--- src/rtl/fetch_queue_if.sv ---
// Fetch queue bundle: icache side (imemREN/imemaddr/ihit/imemload),
// control-flow inputs (redirect/redirect_pc/halt) and decode side
// (deq/inst_valid/inst/inst_pc/inst_npc/count).
//   master : the fetch queue unit
//   slave  : the surroundings (icache, control unit, decode)
interface fetch_queue_if #(
    parameter int DEPTH = 4
);
    logic                         ihit;
    logic [31:0]                  imemload;
    logic                         imemREN;
    logic [31:0]                  imemaddr;
    logic                         redirect;
    logic [31:0]                  redirect_pc;
    logic                         halt;
    logic                         deq;
    logic                         inst_valid;
    logic [31:0]                  inst;
    logic [31:0]                  inst_pc;
    logic [31:0]                  inst_npc;
    logic [$clog2(DEPTH+1)-1:0]   count;

    modport master (
        input  ihit, imemload, redirect, redirect_pc, halt, deq,
        output imemREN, imemaddr, inst_valid, inst, inst_pc, inst_npc, count
    );

    modport slave (
        output ihit, imemload, redirect, redirect_pc, halt, deq,
        input  imemREN, imemaddr, inst_valid, inst, inst_pc, inst_npc, count
    );
endinterface

--- src/rtl/fetch_queue_unit.sv ---
// Instruction-fetch front end. Owns the PC, requests sequential words from
// the icache and buffers returned instructions with their PC in a DEPTH-entry
// FIFO that decode drains with deq. A redirect flushes the queue and reloads
// the PC; halt stops fetching until reset while the queue still drains.
// Ports:
//   CLK   : clock, rising edge
//   nRST  : asynchronous active-low reset
//   fqif  : fetch_queue_if.master (icache, control-flow and decode signals)
//
// state   | meaning
// RUNNING | fetch requests allowed (subject to full/redirect/halt input)
// HALTED  | fetching off until nRST; queue still drains
module fetch_queue_unit #(
    parameter logic [31:0] PC_INIT = 32'h0,
    parameter int          DEPTH   = 4
) (
    input  logic          CLK,
    input  logic          nRST,
    fetch_queue_if.master fqif
);
    localparam int PW = $clog2(DEPTH);
    localparam int CW = $clog2(DEPTH + 1);

    typedef enum logic {
        RUNNING = 1'b0,
        HALTED  = 1'b1
    } state_t;

    state_t          state, next_state;
    logic [31:0]     pc;
    logic [PW-1:0]   head, tail;
    logic [CW-1:0]   cnt;
    logic [31:0]     inst_q [DEPTH];
    logic [31:0]     pc_q   [DEPTH];
    logic            full, empty, push, pop, fetch_en;

    always_ff @(posedge CLK or negedge nRST) begin
        if (!nRST) state <= RUNNING;
        else       state <= next_state;
    end

    always_comb begin
        next_state = state;
        fetch_en   = 1'b0;
        case (state)
            RUNNING: begin
                fetch_en = ~fqif.halt;
                if (fqif.halt) next_state = HALTED;
            end
            HALTED: begin
                fetch_en = 1'b0;
            end
            default: next_state = RUNNING;
        endcase
    end

    assign full  = (cnt == CW'(DEPTH));
    assign empty = (cnt == '0);

    // Redirect suppresses the request, so push never coincides with a flush.
    assign fqif.imemREN  = fetch_en & ~fqif.redirect & ~full;
    assign fqif.imemaddr = pc;
    assign push          = fqif.imemREN & fqif.ihit;
    assign pop           = fqif.deq & ~empty;

    always_ff @(posedge CLK or negedge nRST) begin
        if (!nRST) begin
            pc   <= PC_INIT;
            head <= '0;
            tail <= '0;
            cnt  <= '0;
        end else if (fqif.redirect) begin
            pc   <= fqif.redirect_pc & ~32'h3;
            head <= '0;
            tail <= '0;
            cnt  <= '0;
        end else begin
            if (push) begin
                tail <= tail + PW'(1);
                pc   <= pc + 32'd4;
            end
            if (pop) head <= head + PW'(1);
            case ({push, pop})
                2'b10:   cnt <= cnt + CW'(1);
                2'b01:   cnt <= cnt - CW'(1);
                default: cnt <= cnt;
            endcase
        end
    end

    // Storage needs no reset: count gates visibility of every entry.
    always_ff @(posedge CLK) begin
        if (push) begin
            inst_q[tail] <= fqif.imemload;
            pc_q[tail]   <= pc;
        end
    end

    assign fqif.inst_valid = ~empty;
    assign fqif.inst       = inst_q[head];
    assign fqif.inst_pc    = pc_q[head];
    assign fqif.inst_npc   = pc_q[head] + 32'd4;
    assign fqif.count      = cnt;
endmodule

--- src/flat_wrapper.sv ---
// flat-port wrapper written by rule: the top's interface ports become plain ports
module fetch_queue_unit_flat 
#(
    parameter logic [31:0] PC_INIT = 32'h0,
    parameter int          DEPTH   = 4
)
  (CLK, nRST, fqif_ihit, fqif_imemload, fqif_redirect, fqif_redirect_pc, fqif_halt, fqif_deq, fqif_imemREN, fqif_imemaddr, fqif_inst_valid, fqif_inst, fqif_inst_pc, fqif_inst_npc, fqif_count);
  fetch_queue_if #(.DEPTH(DEPTH)) fqif_i ();
  input  logic CLK;
  input  logic nRST;
  input wire logic [$bits(fqif_i.ihit)-1:0] fqif_ihit;
  input wire logic [$bits(fqif_i.imemload)-1:0] fqif_imemload;
  input wire logic [$bits(fqif_i.redirect)-1:0] fqif_redirect;
  input wire logic [$bits(fqif_i.redirect_pc)-1:0] fqif_redirect_pc;
  input wire logic [$bits(fqif_i.halt)-1:0] fqif_halt;
  input wire logic [$bits(fqif_i.deq)-1:0] fqif_deq;
  output wire logic [$bits(fqif_i.imemREN)-1:0] fqif_imemREN;
  output wire logic [$bits(fqif_i.imemaddr)-1:0] fqif_imemaddr;
  output wire logic [$bits(fqif_i.inst_valid)-1:0] fqif_inst_valid;
  output wire logic [$bits(fqif_i.inst)-1:0] fqif_inst;
  output wire logic [$bits(fqif_i.inst_pc)-1:0] fqif_inst_pc;
  output wire logic [$bits(fqif_i.inst_npc)-1:0] fqif_inst_npc;
  output wire logic [$bits(fqif_i.count)-1:0] fqif_count;
  assign fqif_i.ihit = fqif_ihit;
  assign fqif_i.imemload = fqif_imemload;
  assign fqif_i.redirect = fqif_redirect;
  assign fqif_i.redirect_pc = fqif_redirect_pc;
  assign fqif_i.halt = fqif_halt;
  assign fqif_i.deq = fqif_deq;
  assign fqif_imemREN = fqif_i.imemREN;
  assign fqif_imemaddr = fqif_i.imemaddr;
  assign fqif_inst_valid = fqif_i.inst_valid;
  assign fqif_inst = fqif_i.inst;
  assign fqif_inst_pc = fqif_i.inst_pc;
  assign fqif_inst_npc = fqif_i.inst_npc;
  assign fqif_count = fqif_i.count;
  fetch_queue_unit #(.PC_INIT(PC_INIT), .DEPTH(DEPTH)) u_core (.CLK(CLK), .nRST(nRST), .fqif(fqif_i));
endmodule
--- config.mk ---
export PLATFORM = sky130hd
export DESIGN_NAME = fetch_queue_unit_flat
export DESIGN_NICKNAME = d
export VERILOG_FILES = /design/src/rtl/fetch_queue_if.sv /design/src/rtl/fetch_queue_unit.sv /design/src/flat_wrapper.sv
export SDC_FILE = /design/constraint.sdc
export NUM_CORES = 1
export LEC_CHECK = 0
export ABC_AREA = 1
export CAP_MARGIN = 5
export CORE_MARGIN = 2
export CORE_UTILIZATION = 54
export DETAILED_ROUTE_END_ITERATION = 16
export GPL_ROUTABILITY_DRIVEN = 0
export PLACE_DENSITY = 0.8
export RECOVER_POWER = 100
export REMOVE_ABC_BUFFERS = 1
export SLEW_MARGIN = 20
export SYNTH_ARGS = -nofsm -noshare
export SYNTH_HDL_FRONTEND = slang
export SYNTH_SLANG_ARGS = --single-unit
--- constraint.sdc ---
create_clock -name CLK -period 5.9 [get_ports CLK]
set_input_delay 1.18 -clock CLK [delete_from_list [all_inputs] [get_ports CLK]]
set_output_delay 1.18 -clock CLK [all_outputs]
set_load 0.02 [all_outputs]
==> results of run 1 <==
[worst max-delay path by stage]
| stage | cells past startpoint | end | slack, ps |
|---|---|---|---|
| after floorplan | 10 | fqif_inst_npc[16] | -170 |
| after global placement | 12 | fqif_inst_npc[18] | 1230 |
| after detailed placement | 12 | fqif_inst_npc[18] | 1170 |
| after CTS | 12 | fqif_inst_npc[18] | 590 |
| after global routing | 7 | u_core.inst_q[0][31] | 190 |
| final | 7 | u_core.inst_q[0][7] | 520 |
[cell families (layout without fill, tap and decap cells)]
| group | count (synthesis) | after routing |
|---|---|---|
| buffers and inverters | 149 | 352 |
| XOR/XNOR | 39 | 39 |
| other | 1 | 6 |
| adder cells (fa/ha/maj) | 7 | 7 |
| AO/OA/AOI/OAI | 142 | 142 |
| AND/OR/NAND/NOR | 727 | 727 |
| flip-flops | 286 | 286 |
[worst max-delay path: cells and delay by family]
kind	cells	cell delay, ps
buffers and inverters	3	2200
and+or+nand+nor	4	2100
[placed cells by master (no fill, tap or decap), types with 35 or more instances in the layout]
| cell | n |
|---|---|
| nand2_1 | 433 |
| edfxtp_1 | 248 |
| dlygate4sd3_1 | 152 |
| nor2_1 | 147 |
| nand3_1 | 93 |
| inv_1 | 84 |
| o21ai_0 | 83 |
| clkdlybuf4s50_1 | 41 |
| dfrtp_1 | 36 |
| xor2_1 | 35 |
[through the flow]
stage                     setup TNS [ps]  worst slack, ps  cell area (um^2)  hold WS, ps  utilization (%)
after floorplan                     -670             -171             13000          427                -
after global placement                 0             1230             15500          445             64.1
after detailed placement               0             1170             15500          456             64.1
after CTS                              0              588             16500          471             68.1
after global routing                   0              192             16400          491             67.7
final                                  0              520             16400          467             67.7
[cell type report]
cell class	instances	area, um^2
Clock inverter	19	208
Tap cell	324	405
Inverter	89	335
Multi-Input combinational cell	921	4260
Timing Repair Buffer	210	2040
Clock buffer	34	764
Sequential cell	286	8400
Fill cell	1795	7820
[state kept, by name (all words and copies together) (netlist names)]
name / flops
u_core.fqif.imemaddr: 30
u_core.fqif.count: 3
u_core.pc_q: 120
u_core.tail: 2
u_core.inst_q: 128
u_core.state: 1
u_core.head: 2
[where the power goes]
group / internal, uW / total [uW] / switching (uW)
sequential: 2230 / 2290 / 58.5
clock: 1100 / 1860 / 758
combinational: 85.1 / 185 / 99.6
[per-layer routing]
metal  share of wire (%)  vias up
met1                  41     4876
li1                    -     4895
met5                   0        -
met2                  48      466
met4                 3.2        0
met3                 8.0       86
==> results_dict.tcl, run 1 <==
set metrics [dict create \
    synth_edf_count 248 \
    first_pass_iters 5 \
    clk_pin_slew_worst_paths_ps 70 \
    via_count 10300 \
    layout_min_cycle_time_ps 5380 \
    gr-usage-met3_pct 3.75 \
    synth-xor-area-share_pct 2.57 \
    maxCapViolCount 4 \
    hold_viol 0 \
    core_um2 24200 \
    synthAdderAreaFrac_pct 0.714 \
    grt_usage_pct 25.0 \
    cp_slowest_cell "nor2_1" \
    cts_resized 0 \
    synth_async_sr_flop_share_pct 13.3 \
    nets 1614 \
    path_cells "dlygate4sd3_1 > or2_2 > nor2_1 > nand3_1 > clkbuf_1 > nor2_1 > clkbuf_2" \
    vias_per_cell 5.48 \
    ir_drop_mv 0.213 \
    reg2reg_to "u_core.inst_q[0][7]" \
    synth_top_family_by_area "simple AND/OR/NAND/NOR gates" \
    max-slew-margin-rel_pct -55.8 \
    rows 57 \
    cp_slowest_stage_delay_ps 1630 \
    ant_nets 0 \
    crit_top_cell "nor2_1" \
    ff2ff_path_depth 6 \
    finalSetupViolCount 0 \
    path_class "primary input to register" \
    syn_area_um2 13300 \
    syn_avg_cell_area_um2 9.85 \
    grt_setup_unrepaired "no" \
    ys_types 39 \
    finClkSkew_ps 11.1 \
    drive_above_1_share_pct 6.03 \
    cp_max_fo 43 \
    ys_ff_latch 286 \
    timing.rr.start "u_core.state" \
    io_buffers 194 \
    die_h_um 161 \
    dieArea_um2 25900 \
    diodes 0 \
    crit_start "fqif_halt" \
    crit_required_ps 6050 \
    yosys.area_share.simple_pct 22.5 \
    arrival_ps 5530 \
    min_path_cells 1 \
    dp_hpwl_mm 21.6 \
    synth_cells 1351 \
    r2r_slack_ps 1300 \
    chipWidth_um 161 \
    ys_seq_area_share_pct 63.1 \
    leakagePower_uw 0.00639 \
    run_status "finished, violations left" \
    placedCellCount 1830 \
    clk_latency_ps 540 \
    min_to "u_core.state" \
    clockBufferDepth 3 \
    cts_sinks 286 \
    cts_tree "yes" \
    gr-usage-met2_pct 42.2 \
    drc 0 \
    grt_max_degree 85 \
    ios 203 \
    max_freq_mhz 186 \
    area_delta_synth_final_pct 23.4 \
    synth-warning-count 0 \
    start_util_pct 54.9 \
    grt_pass1_vias 9821 \
    yosys-mux-area-fraction_pct 0 \
    failed_checks "max-capacitance violations, max-slew violations" \
    ys_top_cells_by_area "edfxtp_1 (56%), nand2_1 (12%), dfrtp_1 (7.1%)" \
    final-max-slew-violation-count 100 \
    worstHoldPathType "register to register" \
    endpoint_kind "register" \
    power-per-cell-area_nw_per_um2 264 \
    final_cells 1883 \
    cts_hold_buf 0 \
    grt_busiest_layer "met2" \
    yosysTopAreaCell "edfxtp_1" \
    worstHoldStart "u_core.state" \
    first_iter_violations 903 \
    grt-ovfl-total 0 \
    cts_buffers 29 \
    h-tree-depth 1 \
    synth_common_cells "nand2_1 (433), edfxtp_1 (248), nor2_1 (147), nand3_1 (93), inv_1 (84)" \
    routed_wl_mm 33.3 \
    synth_top_area_share_pct 55.9 \
    synth_compound_area_share_pct 6.05 \
    met1_usage_pct 33.6 \
    cts-root-buf "clkbuf_16" \
    routedWlPerCell_um 17.7 \
    worstSetupStartpointType "primary input" \
    synth_most_common_cell "nand2_1" \
    cts_setup_buffers 0 \
    power_uw 4330 \
    synth_ff_type "edfxtp_1" \
    finalCritPeriodShare_pct 91.2 \
    grt_pass1_wl_mm 51.2 \
    worstMarginPinSlew_ps 2330 \
    antenna_found_initial 0 \
]
Power figures use the tool's default switching activity.
==> inputs of run 2 (changes only) <==
--- a/config.mk
+++ b/config.mk
@@ -14,7 +14,6 @@
 export PLACE_DENSITY = 0.8
 export RECOVER_POWER = 100
 export REMOVE_ABC_BUFFERS = 1
-export SLEW_MARGIN = 20
 export SYNTH_ARGS = -nofsm -noshare
 export SYNTH_HDL_FRONTEND = slang
 export SYNTH_SLANG_ARGS = --single-unit
==> constraint.sdc (replaced) <==
create_clock -name CLK -period 5.9 [get_ports CLK]
set_input_delay 1.475 -clock CLK [delete_from_list [all_inputs] [get_ports CLK]]
set_output_delay 1.475 -clock CLK [all_outputs]
set_load 0.02 [all_outputs]
==> results_dict.tcl, run 2 (same netlist as run 1, synthesis figures left out) <==
set metrics [dict create \
    die_h_um 161 \
    grt_setup_unrepaired "no" \
    max_freq_mhz 189 \
    cp_slowest_cell "dlygate4sd3_1" \
    finalCritPeriodShare_pct 89.7 \
    path_class "register to primary output" \
    top_register "u_core.inst_q" \
    clk_pin_slew_worst_paths_ps 60 \
    drc 0 \
    crit_required_ps 4430 \
    holdWs_ps 468 \
    dieArea_um2 25900 \
    cp_slowest_stage_delay_ps 720 \
    dp_hpwl_mm 21.2 \
    clockBufferDepth 3 \
    grt_pass1_wl_mm 51.4 \
    fillers 1826 \
    maxCapViolCount 5 \
    diodes 0 \
    first_iter_violations 857 \
    path_cells "inv_1 > buf_4 > nand2_1 > nand2_1 > nand2_1 > nor2_1 > inv_1 > nor2_1 > nand4_1 > nand2_1 > dlygate4sd3_1" \
    r2r_slack_ps 2070 \
    clk_latency_ps 530 \
    min_path_cells 1 \
    worstHoldStart "u_core.state" \
    placed_cell_area_um2 15500 \
    finalSetupViolCount 0 \
    cts_hold_buf 0 \
    min_to "u_core.state" \
    crit_top_cell "nand2_1" \
    worstMarginPinSlew_ps 2090 \
    reg2reg_to "u_core.inst_q[2][2]" \
    ir_drop_mv 0.172 \
    via_count 10300 \
    max-slew-margin-rel_pct -39.1 \
    ant_nets 0 \
    ff2ff_path_depth 6 \
    tns_ps 0 \
    cts_sinks 286 \
    first_pass_iters 5 \
    cp_max_fo 42 \
    cts_tree "yes" \
    largest_reg_flops 128 \
    final-max-slew-violation-count 291 \
    timing.rr.start "u_core.state" \
    start_util_pct 54.9 \
    grt_max_degree 71 \
    final_cell_mix "nand2_1 (433), edfxtp_1 (248), dlygate4sd3_1 (149), nor2_1 (143), nand3_1 (93)" \
    final_util_pct 67.3 \
    vias_per_cell 5.47 \
    core_um2 24200 \
    failed_checks "max-capacitance violations, max-slew violations" \
    cts_resized 0 \
    endpoint_kind "primary output" \
    nets 1615 \
    arrival_ps 3820 \
    final_common_cell "nand2_1" \
    finClkSkew_ps 12.1 \
    grt_usage_pct 25.2 \
    cts_buffers 29 \
    fin_area_um2 16300 \
    grt_pass1_vias 9964 \
    chipWidth_um 161 \
    worstHoldPathType "register to register" \
    hold_viol 0 \
    worstSetupStartpointType "register" \
    routed_wl_mm 32.9 \
    layout_min_cycle_time_ps 5290 \
    h-tree-depth 1 \
    cts_setup_buffers 0 \
    grt-ovfl-total 0 \
    leakagePower_uw 0.00634 \
    run_status "finished, violations left" \
    io_buffers 194 \
    routedWlPerCell_um 17.5 \
    drive_above_1_share_pct 5.97 \
    cts-root-buf "clkbuf_16" \
    antenna_found_initial 0 \
    area_delta_synth_final_pct 22.6 \
    rows 57 \
    power-per-cell-area_nw_per_um2 251 \
    ios 203 \
]
[run 2: changes by cell type in the layout (fill, tap and decap cells not counted), moves of 2 or more]
cell / delta
bufinv_16: -4
clkinv_2: +4
nor2_1: -4
nor2_4: +4
clkdlybuf4s50_1: +3
dlygate4sd3_1: -3
clkbuf_8: -2
clkinv_1: +2
clkinv_4: -2
clkinvlp_4: -2
[run 2: layout make-up]
| type | instances | area, um^2 | share of cell area, % |
|---|---|---|---|
| clock buffers | 32 | 737 | 4.51 |
| clock inverters | 19 | 98.8 | 0.606 |
| inverters | 89 | 335 | 2.05 |
| multi-input cells | 921 | 4290 | 26.3 |
| flip-flops and latches | 286 | 8400 | 51.5 |
| well taps | 324 | 405 | 2.48 |
| repair buffers | 211 | 2050 | 12.6 |
[run 2: per-stage QoR]
step	total power (uW)	std cells	worst slack, ps
global route	4230	1882	314
global placement	2510	1831	1310
CTS	4130	1882	796
floorplan	2390	1296	-466
finish	4100	1882	609
detailed placement	2520	1831	1270
[run 2: layer usage]
metal | up-vias | wire length [um] | share of wire (%) | GRT usage (%)
met5 | - | 0 | 0 | 0
li1 | 4909 | - | - | -
met3 | 79 | 2480 | 7.5 | 3.75
met1 | 4856 | 13500 | 41 | 33.7
met4 | 0 | 999 | 3.0 | 8.97
met2 | 456 | 15900 | 48 | 42.3
[run 2: worst max path at each step]
stage / startpoint / to / slack (ps) / cells after the start
2_1_floorplan: u_core.head[0] / fqif_inst_npc[16] / -470 / 10
3_3_place_gp: fqif_halt / u_core.fqif.imemaddr[20] / 1310 / 9
3_5_place_dp: fqif_halt / u_core.fqif.imemaddr[20] / 1270 / 9
4_1_cts: u_core.head[0] / fqif_inst_npc[22] / 800 / 13
5_1_grt: u_core.head[1] / fqif_inst_npc[31] / 310 / 11
6_report: u_core.head[1] / fqif_inst_npc[26] / 610 / 11
[run 2: critical path: cells and delay by family (launching register included)]
kind          cells  cell delay, ps
buf+inv           4            1760
simple gates      7             970
flops             1             550
[run 2: power breakdown]
part | internal, uW | switching, uW | total (uW)
Sequential | 2230 | 59.1 | 2290
Combinational | 84.9 | 97.1 | 182
Clock | 897 | 733 | 1630
Total | 3210 | 889 | 4100
==> inputs of run 3 (changes only) <==
--- a/config.mk
+++ b/config.mk
@@ -5,10 +5,9 @@
 export SDC_FILE = /design/constraint.sdc
 export NUM_CORES = 1
 export LEC_CHECK = 0
-export ABC_AREA = 1
 export CAP_MARGIN = 5
 export CORE_MARGIN = 2
-export CORE_UTILIZATION = 54
+export CORE_UTILIZATION = 53
 export DETAILED_ROUTE_END_ITERATION = 16
 export GPL_ROUTABILITY_DRIVEN = 0
 export PLACE_DENSITY = 0.8
==> results_dict.tcl, run 3 <==
set metrics [dict create \
    largest_reg_flops 128 \
    finalCritPeriodShare_pct 91.9 \
    ys_top_cells_by_area "edfxtp_1 (62%), mux4_2 (8.1%), dfrtp_1 (7.9%)" \
    h-tree-depth 1 \
    io_buffers 194 \
    area_delta_synth_final_pct 25.7 \
    ys_ff_latch 286 \
    start_util_pct 54.3 \
    ys_seq_area_share_pct 70.2 \
    core_um2 22000 \
    top_register "u_core.inst_q" \
    path_class "register to primary output" \
    syn_area_um2 12000 \
    worstHoldPathType "register to register" \
    endpoint_kind "primary output" \
    antenna_found_initial 0 \
    synth_common_cells "edfxtp_1 (248), nand2_1 (51), mux4_2 (43), dfrtp_1 (38), nor2_1 (26)" \
    vias_per_cell 5.94 \
    cp_max_fo 33 \
    layout_setup_ws_ps 475 \
    reg2reg_to "u_core.inst_q[2][14]" \
    chipWidth_um 154 \
    layout_min_cycle_time_ps 5420 \
    die_h_um 154 \
    ff2ff_path_depth 5 \
    drive_above_1_share_pct 12.8 \
    routed_wl_mm 25.8 \
    r2r_slack_ps 1790 \
    dieArea_um2 23800 \
    power_frac_comb_pct 11.9 \
    grt_setup_unrepaired "no" \
    clk_pin_slew_worst_paths_ps 60 \
    cp-endpoint "fqif_inst_npc[28]" \
    run_status "finished, violations left" \
    arrival_ps 3950 \
    seq_power_share_pct 49.9 \
    yosysTopAreaCell "edfxtp_1" \
    crit_required_ps 4430 \
    finClkSkew_ps 8.96 \
    p_int_uw 3540 \
    power_switching_uw 1090 \
    nets 962 \
    power.share.clock_pct 38.2 \
    cts-root-buf "clkbuf_16" \
    leakagePower_uw 0.00509 \
    maxCapViolCount 5 \
    final-max-slew-violation-count 235 \
    fillers 1486 \
    syn_avg_cell_area_um2 17.6 \
    final_util_pct 68.3 \
    cts_sinks 286 \
    first_pass_iters 5 \
    failed_checks "max-capacitance violations, max-slew violations" \
    synth_most_common_cell "edfxtp_1" \
    max_freq_mhz 184 \
    hold_viol 0 \
    cts_hold_buf 0 \
    ant_nets 0 \
    min_path_cells 1 \
    ys_types 55 \
    synth_async_sr_flop_share_pct 13.3 \
    synth_edf_count 248 \
    dp_hpwl_mm 16.2 \
    cts_resized 0 \
    diodes 0 \
    grt_pass1_wl_mm 40.0 \
    max-slew-margin-rel_pct -40.1 \
    timing.rr.start "u_core.state" \
    worstSetupStartpointType "register" \
    ios 203 \
    final_common_cell "edfxtp_1" \
    synth-warning-count 0 \
    grt_pass1_vias 7058 \
    clockBufferDepth 3 \
    worstHoldStart "u_core.state" \
    grt-ovfl-total 0 \
    sw_frac_of_total_pct 23.5 \
    final_cell_mix "edfxtp_1 (248), dlygate4sd3_1 (156), nand2_1 (51), mux4_2 (43), clkdlybuf4s50_1 (37)" \
    synth_ff_type "edfxtp_1" \
    place_ws_ps 1050 \
    synth_top_area_share_pct 62.2 \
    cts_buffers 28 \
    drc 0 \
    synth_cells 680 \
    first_iter_violations 583 \
    grt_usage_pct 21.6 \
    cts_tree "yes" \
    ir_drop_mv 0.182 \
    cts_setup_buffers 0 \
    ff_latch_area_um2 8400 \
    routedWlPerCell_um 21.7 \
    via_count 7051 \
    crit_start "u_core.head[0]" \
    clk_latency_ps 520 \
    multi_input_area_um2 3300 \
    rows 54 \
    finalSetupViolCount 0 \
    power-per-cell-area_nw_per_um2 308 \
    tns_ps 0 \
    worstMarginPinSlew_ps 2100 \
    grt_max_degree 63 \
]
run 3: area by class of cell:
| cell class | instances | area share [%] |
|---|---|---|
| Sequential cell | 286 | 55.8 |
| Multi-Input combinational cell | 352 | 22.0 |
| Timing Repair Buffer | 205 | 13.4 |
| Clock buffer | 33 | 4.99 |
| Tap cell | 280 | 2.33 |
| Clock inverter | 19 | 1.22 |
| Inverter | 12 | 0.299 |
run 3: how the worst min path moves through the flow:
stage | end
after CTS | u_core.state
after detailed placement | u_core.state
after global routing | u_core.state
after global placement | u_core.state
after floorplan | u_core.state
final | u_core.state
run 3: kinds of logic after synthesis:
| group | after synthesis | share of synthesized area (%) |
|---|---|---|
| buffers and inverters | 47 | 2.40 |
| AOI/OAI and AO/OA | 68 | 3.82 |
| muxes | 65 | 12.5 |
| xor gates and xnor gates | 32 | 2.34 |
| DFF | 286 | 70.2 |
| adders and majority gates | 7 | 0.795 |
| and+or+nand+nor | 174 | 7.95 |
| other | 1 | 0.0313 |
run 3: metal layers:
layer / vias up / routed length, um / GRT usage, %
met1: 3524 / 10700 / 30.4
met5: - / 0 / 0
met2: 336 / 12600 / 35.7
met3: 45 / 1930 / 3.84
met4: 0 / 562 / 5.11
li1: 3146 / - / -
run 3: power by group through the flow:
| stage | registers (uW) | logic (uW) | clock network, uW |
|---|---|---|---|
| 3_5_place_dp | 2350 | 590 | 0 |
| 4_1_cts | 2310 | 593 | 1800 |
| 6_report | 2310 | 549 | 1770 |
| 5_1_grt | 2320 | 585 | 1890 |
| 3_3_place_gp | 2350 | 584 | 0 |
| 2_1_floorplan | 2370 | 273 | 0 |
run 3: worst max-delay path, stage by stage (launching register included):
cell and delay [ps]:
dfrtp_4 860, mux4_2 650, ha_1 280, and3_1 200, and2_0 350, nand4_1 210, xnor2_1 160, dlygate4sd3_1 700
run 3: stage by stage:
| step | instance area (um^2) | cells | total power (uW) | hold WS [ps] |
|---|---|---|---|---|
| after floorplan | 11700 | 650 | 2640 | 441 |
| after global placement | 14100 | 1135 | 2930 | 459 |
| after detailed placement | 14100 | 1135 | 2940 | 466 |
| after CTS | 15100 | 1187 | 4700 | 487 |
| after global routing | 15000 | 1187 | 4790 | 504 |
| final | 15000 | 1187 | 4630 | 482 |
